**config.mk**
```make
export PLATFORM = sky130hd
export DESIGN_NAME = fifo_buffer_flex
export DESIGN_NICKNAME = d
export VERILOG_FILES = /design/src/rtl/fifo_pkg.sv /design/src/rtl/fifo_mem.sv /design/src/rtl/fifo_buffer_flex.sv
export SDC_FILE = /design/constraint.sdc
export NUM_CORES = 1
export LEC_CHECK = 0
export BUFFER_PORTS_ARGS = -buffer_cell sky130_fd_sc_hd__buf_2
export CAP_MARGIN = 20
export CORE_MARGIN = 2
export CORE_UTILIZATION = 35
export CTS_BUF_LIST = sky130_fd_sc_hd__clkbuf_4 sky130_fd_sc_hd__clkbuf_8
export DETAILED_ROUTE_END_ITERATION = 7
export GPL_ROUTABILITY_DRIVEN = 1
export PLACE_DENSITY = 0.55
export SETUP_SLACK_MARGIN = 0.05
export SYNTH_ARGS = -nofsm -noshare
export SYNTH_HDL_FRONTEND = slang
export SYNTH_SLANG_ARGS = --single-unit
```
**constraint.sdc**
```tcl
create_clock -name clock -period 4.3 [get_ports clock]
set_clock_uncertainty 0.15 [all_clocks]
set_input_delay 0.86 -clock clock [delete_from_list [all_inputs] [get_ports clock]]
set_output_delay 0.86 -clock clock [all_outputs]
set_load 0.005 [all_outputs]
```
**src/rtl/fifo_pkg.sv**
```systemverilog
`default_nettype none
// ============================================================================
// Module      : fifo_pkg
// Description : Shared helpers and read-mode encodings for fifo_buffer_flex.
// Revision    : 1.0 - initial release
// ============================================================================
package fifo_pkg;

  // Read-mode encodings for the SHOW_AHEAD parameter
  localparam int REGISTERED = 0;
  localparam int SHOW_AHEAD = 1;

  // Width needed to hold an occupancy of 0..depth inclusive
  function automatic int cnt_width(input int depth);
    return $clog2(depth + 1);
  endfunction

  // Pointer increment that wraps at depth-1, so any depth works
  function automatic int next_ptr(input int ptr, input int depth);
    return (ptr >= depth - 1) ? 0 : ptr + 1;
  endfunction

endpackage
`default_nettype wire

```
**src/rtl/fifo_mem.sv**
```systemverilog
`default_nettype none
// ============================================================================
// Module      : fifo_mem
// Description : DEPTH x WIDTH register array, one write port, one
//               combinational read port, no reset on the storage.
// Revision    : 1.0 - initial release
// ============================================================================
module fifo_mem
  import fifo_pkg::*;
#(
  parameter int DEPTH = 16,
  parameter int WIDTH = 8,
  parameter int AW    = 4
) (
  input  logic             clock,
  input  logic             we,
  input  logic [AW-1:0]    waddr,
  input  logic [WIDTH-1:0] wdata,
  input  logic [AW-1:0]    raddr,
  output logic [WIDTH-1:0] rdata
);

  logic [WIDTH-1:0] mem [DEPTH];

  // Write port: storage is deliberately left unreset
  always_ff @(posedge clock) begin
    if (we) begin
      mem[waddr] <= wdata;
    end
  end

  assign rdata = mem[raddr];

endmodule
`default_nettype wire

```
**src/rtl/fifo_buffer_flex.sv**
```systemverilog
`default_nettype none
// ============================================================================
// Module      : fifo_buffer_flex
// Description : Synchronous FIFO with fill count, programmable almost-full /
//               almost-empty thresholds, registered or show-ahead read,
//               synchronous flush and sticky overflow/underflow flags.
// Revision    : 1.0 - initial release
// ============================================================================
module fifo_buffer_flex
  import fifo_pkg::*;
#(
  parameter int BUFFER_SIZE      = 16,
  parameter int DATA_WIDTH       = 8,
  parameter int SHOW_AHEAD       = 0,
  parameter int ALMOST_FULL_LVL  = 14,
  parameter int ALMOST_EMPTY_LVL = 2,
  localparam int CNT_W           = cnt_width(BUFFER_SIZE)
) (
  input  logic                  clock,
  input  logic                  reset,
  input  logic                  push,
  input  logic [DATA_WIDTH-1:0] data_in,
  input  logic                  pop,
  input  logic                  flush,
  input  logic                  clear_err,
  output logic [DATA_WIDTH-1:0] data_out,
  output logic                  val,
  output logic                  full,
  output logic                  empty,
  output logic                  almost_full,
  output logic                  almost_empty,
  output logic [CNT_W-1:0]      count,
  output logic                  overflow,
  output logic                  underflow
);

  localparam int PTR_W = (BUFFER_SIZE > 1) ? $clog2(BUFFER_SIZE) : 1;

  // Parameter range checks at elaboration
  if (BUFFER_SIZE < 2) begin : g_chk_size
    $error("fifo_buffer_flex: BUFFER_SIZE must be >= 2");
  end
  if (DATA_WIDTH < 1) begin : g_chk_width
    $error("fifo_buffer_flex: DATA_WIDTH must be >= 1");
  end
  if (SHOW_AHEAD != fifo_pkg::REGISTERED && SHOW_AHEAD != fifo_pkg::SHOW_AHEAD) begin : g_chk_mode
    $error("fifo_buffer_flex: SHOW_AHEAD must be 0 or 1");
  end
  if (ALMOST_FULL_LVL < 1 || ALMOST_FULL_LVL > BUFFER_SIZE) begin : g_chk_af
    $error("fifo_buffer_flex: ALMOST_FULL_LVL out of range 1..BUFFER_SIZE");
  end
  if (ALMOST_EMPTY_LVL < 0 || ALMOST_EMPTY_LVL > BUFFER_SIZE - 1) begin : g_chk_ae
    $error("fifo_buffer_flex: ALMOST_EMPTY_LVL out of range 0..BUFFER_SIZE-1");
  end

  logic [PTR_W-1:0]      w_ptr;
  logic [PTR_W-1:0]      r_ptr;
  logic [DATA_WIDTH-1:0] rd_data;
  logic                  pop_acc;
  logic                  push_acc;
  logic                  ovf_event;
  logic                  unf_event;

  // Status flags decode from the registered count only
  assign full         = (count == CNT_W'(BUFFER_SIZE));
  assign empty        = (count == '0);
  assign almost_full  = (count >= CNT_W'(ALMOST_FULL_LVL));
  assign almost_empty = (count <= CNT_W'(ALMOST_EMPTY_LVL));

  // A pop frees a slot in the same cycle, so a full FIFO still takes a push
  assign pop_acc   = pop && !empty && !flush;
  assign push_acc  = push && (!full || pop_acc) && !flush;
  assign ovf_event = push && full && !pop && !flush;
  assign unf_event = pop && empty && !flush;

  fifo_mem #(
    .DEPTH (BUFFER_SIZE),
    .WIDTH (DATA_WIDTH),
    .AW    (PTR_W)
  ) u_mem (
    .clock (clock),
    .we    (push_acc),
    .waddr (w_ptr),
    .wdata (data_in),
    .raddr (r_ptr),
    .rdata (rd_data)
  );

  // Pointer and occupancy tracking; flush wins over push/pop
  always_ff @(posedge clock or posedge reset) begin
    if (reset) begin
      w_ptr <= '0;
      r_ptr <= '0;
      count <= '0;
    end else if (flush) begin
      w_ptr <= '0;
      r_ptr <= '0;
      count <= '0;
    end else begin
      if (push_acc) w_ptr <= PTR_W'(next_ptr(int'(w_ptr), BUFFER_SIZE));
      if (pop_acc)  r_ptr <= PTR_W'(next_ptr(int'(r_ptr), BUFFER_SIZE));
      case ({push_acc, pop_acc})
        2'b10:   count <= count + 1'b1;
        2'b01:   count <= count - 1'b1;
        default: count <= count;
      endcase
    end
  end

  // Sticky error flags; a new error in the clearing cycle keeps the flag set
  always_ff @(posedge clock or posedge reset) begin
    if (reset) begin
      overflow  <= 1'b0;
      underflow <= 1'b0;
    end else begin
      if (ovf_event)      overflow <= 1'b1;
      else if (clear_err) overflow <= 1'b0;
      if (unf_event)      underflow <= 1'b1;
      else if (clear_err) underflow <= 1'b0;
    end
  end

  if (SHOW_AHEAD == fifo_pkg::SHOW_AHEAD) begin : g_show_ahead
    // Head word is presented directly; pop acknowledges it
    assign data_out = rd_data;
    assign val      = !empty;
  end else begin : g_registered
    // Accepted pop captures the head word and pulses val for one cycle
    always_ff @(posedge clock or posedge reset) begin
      if (reset) begin
        data_out <= '0;
        val      <= 1'b0;
      end else if (pop_acc) begin
        data_out <= rd_data;
        val      <= 1'b1;
      end else begin
        val      <= 1'b0;
      end
    end
  end

endmodule
`default_nettype wire

```
; ---- Word-level counts from Yosys, hierarchy flattened
; Memories as Yosys holds them, arrays and structs flattened. A register that Yosys moved wholly into a read port is not among the register bits.
; Cells that the tools add are included.
[totals]
ram_bits = 128
inputBits = 14
register_bits = 16
mem_count = 1
out_inout_bits = 20
[op_classes]
order_cmp = 4
n_eq_ne = 3
add_sub_neg = 4
mux = 14
n_reduce_logical = 20
[memory_table]
columns = name, words, width, read_ports, rd_ports_with_merged_regs, write_ports, line_no
row1 = u_mem.mem, 16, 8, 1, 1, 1, fifo_mem.sv:23  ; logic [WIDTH-1:0] mem [DEPTH];
[op_table]
columns = cell, count
row1 = 2-to-1 mux 4 bit, 6
row2 = case mux 5 bit (2 select lines), 1
row3 = logical AND 1 bit, 9
row4 = adder 4 x 1 -> 4 bit (second input constant), 2
row5 = greater-or-equal comparator 4 bit (second input constant), 2
row6 = nonzero test 2 bit, 4
row7 = 2-to-1 mux 1 bit, 6
row8 = adder 5 x 1 -> 5 bit (second input constant), 1
row9 = == test 5 bit (second input constant), 1
row10 = greater-or-equal comparator 5 x 4 -> 1 bit (second input constant), 1
row11 = less-or-equal comparator 5 x 2 -> 1 bit (second input constant), 1
row12 = zero test 5 bit, 1
row13 = 2-to-1 mux 5 bit, 1
row14 = subtractor 5 x 1 -> 5 bit (second input constant), 1
row15 = zero test 1 bit, 4
row16 = nonzero test 3 bit, 1
row17 = == test 2 x 1 -> 1 bit (second input constant), 1
row18 = == test 2 bit (second input constant), 1
row19 = logical OR 1 bit, 1

; ---- Longest topological paths before layout
[depth]
ltp_word = 10
ltp_mapped = 10

; ---- By module
; Synthesis repeated with hierarchy kept, for this count alone.
[unflattened]
cells_unflattened = 344
hier_area_um2 = 6291.0
[modules_own_cells]
columns = mod, area_per_inst_um2, instances, cells_per_inst, seq_area_each_um2
row1 = fifo_mem, 4987.3, 1, 221, 3843.7
row2 = fifo_buffer_flex, 1303.8, 1, 123, 600.6

; ---- Least setup slack after synthesis
; OpenSTA, ideal clock, no wires.
[synth_timing]
path_kind = input -> register
from = input flush
to = register count[4]
setup_slack_ns = 1.395
path_stages = 9
required_time_ns = 4.014
setup_ns = 0.136
arrival_ns = 2.619
path_buffers = 1
path_cell_list = nand2b_1 clkbuf_1 a211oi_2 xor2_1 ha_1 or2_2 a211o_1 a22oi_1 a21oi_1
[synth_via]
elab_chain_len = 8
elab_cells_between_ends = 10
cone_classes = eq/ne: 2 / mux: 2 / reduce/logical: 6
[synth_rtl]
columns = item, line_no
row1 = start: declaration, fifo_buffer_flex.sv:24  ; input logic flush,
row2 = zero test 1 bit, "fifo_buffer_flex.sv:71, fifo_buffer_flex.sv:72"
row3 = logical AND 1 bit, fifo_buffer_flex.sv:71  ; assign pop_acc = pop && !empty && !flush;
row4 = logical OR 1 bit, fifo_buffer_flex.sv:72  ; assign push_acc = push && (!full || pop_acc) && !flush;
row5 = logical AND 1 bit (2 in a row), fifo_buffer_flex.sv:72
row6 = == test 2 x 1 -> 1 bit or == test 2 bit (tied branches), fifo_buffer_flex.sv:102  ; case ({push_acc, pop_acc})
row7 = case mux 5 bit (2 select lines), fifo_buffer_flex.sv:102
row8 = 2-to-1 mux 5 bit, fifo_buffer_flex.sv:95  ; end else if (flush) begin
row9 = end signal: assignment, fifo_buffer_flex.sv:103  ; 2'b10: count <= count + 1'b1;
row10 = end signal: assignment, fifo_buffer_flex.sv:104  ; 2'b01: count <= count - 1'b1;
row11 = end signal: assignment, fifo_buffer_flex.sv:105  ; default: count <= count;
row12 = end: declaration, fifo_buffer_flex.sv:32  ; output logic [CNT_W-1:0] count,
; Several ways; a longest one is shown, not always the timed one.
; A chain may end at the register's enable or synchronous reset.

; ---- Worst setup path in the final report
[layout_timing]
from = register count[1]
to = output empty
[layout_via]
elab_chain_len = 1
[layout_rtl]
columns = item, line_no
row1 = zero test 5 bit, fifo_buffer_flex.sv:66  ; assign empty = (count == '0);
row2 = end: declaration, fifo_buffer_flex.sv:29  ; output logic empty,
; No other way between the ends.

==> results.json <==
{
  "synth_cell_types": 42,
  "yosysTopAreaCell": "edfxtp_1",
  "first_iter_violations": 275,
  "peakVddDrop_uv": 215,
  "ys_warn_count": 0,
  "mostFrequentLayoutCell": "edfxtp_1",
  "ys.flop_type": "edfxtp_1",
  "hold_path_class": "in -> async",
  "rsz0062_at_grt": "false",
  "drc": 0,
  "synthArstFlopShare_pct": 15.8,
  "viasPerCell": 5.06,
  "die_y_um": 138,
  "detail-route-antenna-nets": 0,
  "place_congestion": 0.829,
  "fmax_mhz": 343,
  "fin_setup_tns_ns": 0,
  "synth_area_leaders": "edfxtp_1 61%, mux4_2 11%, dfrtp_1 9.5%",
  "mostFrequentLayoutCells": "128 x edfxtp_1, 42 x nor2_1, 33 x buf_2",
  "cts_setup_buffers": 0,
  "period_needed_ns": 2.92,
  "die_area_um2": 19100,
  "clk-insertion-delay-late_ns": 0.45,
  "num_rows": 49,
  "ys_seq_elements": 152,
  "path_clk_slew_ns": 0.09,
  "fin_area_um2": 7200,
  "cts_buffers": 17,
  "die_w_um": 138,
  "status": "completed",
  "post-route-period-util_pct": 67.8,
  "dp_slack_ns": 1.01,
  "core-area_um2": 17800,
  "cts_resized": 0,
  "cts-root-buf": "clkbuf_8",
  "hold_ws_ns": 0.304,
  "wire_per_inst_um": 19.3,
  "synth_area_um2": 6300,
  "wl_mm": 12.5,
  "power.total_mw": 3.93,
  "setup_viol": 0,
  "worstMarginPinSlew_ns": 0.977,
  "port_buffers": 33,
  "syn_inst": 368,
  "fin_ws_ns": 1.38,
  "initial_core_util_pct": 35.3,
  "grt_pass1_wl_mm": 19.3,
  "place_hpwl_mm": 7.83,
  "crit_path_top_delay_cell": "nor4_4",
  "finalCoreUtilization_pct": 40.4,
  "postCtsHoldBufs": 0,
  "cp_cell_sequence": "nor4_4, nand2_1, inv_1, buf_2",
  "dr.pass1.iters": 4,
  "place_inst": 617,
  "yosysTopAreaCellShare_pct": 61.0,
  "maxSlewHeadroom_pct": 34.9,
  "nets": 429,
  "cts_tree": "built",
  "max_stage_delay_ns": 0.54,
  "stdcell_count": 650,
  "grt_overflow": 0,
  "end_kind": "output pin",
  "syn_to_final_growth_pct": 14.3,
  "layout-drive-gt1-share_pct": 30.2,
  "synth_area_per_cell_um2": 17.1,
  "n_antenna_cell": 0,
  "clk_path_buf_depth": 2,
  "cap_violations": 0,
  "synth_edf_count": 128,
  "path_class": "reg -> out",
  "worstPathRequired_ns": 3.29,
  "vias": 3288,
  "seq_area_frac_synth_pct": 70.5,
  "place_area_um2": 6710,
  "finalMaxSlewViolations": 0,
  "arrival_ns": 1.91,
  "syn-num-nets": 389,
  "clock-sinks": 152,
  "power_density_nw_per_um2": 545,
  "cp-start-kind": "register",
  "grt_pass1_vias": 3308,
  "hold_violations": 0,
  "grt_max_degree": 37,
  "ios": 34,
  "p_leak_nw": 2.43,
  "htree_num_levels": 4,
  "antenna_found_initial": 0,
  "worst-path-max-fanout": 11,
  "grtUsageTotal_pct": 13.7
}
metal layers:
metal	up-vias	part of all wire (%)	GRT usage, %	wire length (um)
met1	1673	45	18.0	5660
li1	1517	-	-	-
met3	12	4.5	3.78	567
met2	86	49	21.8	6140
met5	-	0	0	0
met4	0	1.5	5.42	182
kinds of logic after synthesis:
group	share of synthesized area [%]
compound gates	4.73
flops	70.5
xor+xnor	0.695
fa+ha+maj	1.39
buf+inv	1.95
mux	14.8
simple gates	5.94
worst paths after layout:
path	startpoint	end	slack, ns	cells after the start
max in group asynchronous	reset	count[0]	3.21	3
worst max-delay path	count[1]	empty	1.38	4
worst min-delay path	reset	data_out[0]	0.30	2
worst min register to register	data_out[6]	data_out[6]	0.34	2
min in group clock	data_out[6]	data_out[6]	0.34	2
worst max register to register	count[1]	count[4]	1.46	8
synth_stat cells, types with 7 or more instances:
cell type / count
inv_1: 8
edfxtp_1: 128
mux4_2: 32
dfrtp_1: 24
o21ai_0: 8
nor2_1: 42
nor3_1: 7
o22ai_1: 9
mux2_2: 16
ha_1: 7
nand2_1: 17
clkbuf_1: 11
worst max-delay path: cells and delay by family, from the launching register on:
kind | cells | cell delay (ns)
flops | 1 | 0.53
simple gates | 2 | 0.76
buf+inv | 2 | 0.19
sequential cells by signal, summed over array words and instances (netlist names):
name,flops
data_out,8
underflow,1
val,1
count,5
w_ptr,4
r_ptr,4
overflow,1
u_mem.mem,128
area by class of cell:
| class | instances | area [um2] |
|---|---|---|
| clock inverter | 13 | 215 |
| timing repair buffer | 40 | 238 |
| fill | 1578 | 10600 |
| multi-input combinational | 189 | 1730 |
| sequential | 152 | 4450 |
| tap | 229 | 287 |
| clock buffer | 19 | 249 |
| inverter | 8 | 30.0 |
power by group:
part / leakage (nW) / internal (mW) / switching [mW]
sequential: 1.45 / 1.68 / 0.154
combinational: 0.746 / 0.465 / 0.386
clock: 0.233 / 0.713 / 0.533
Power figures use the tool's default switching activity.
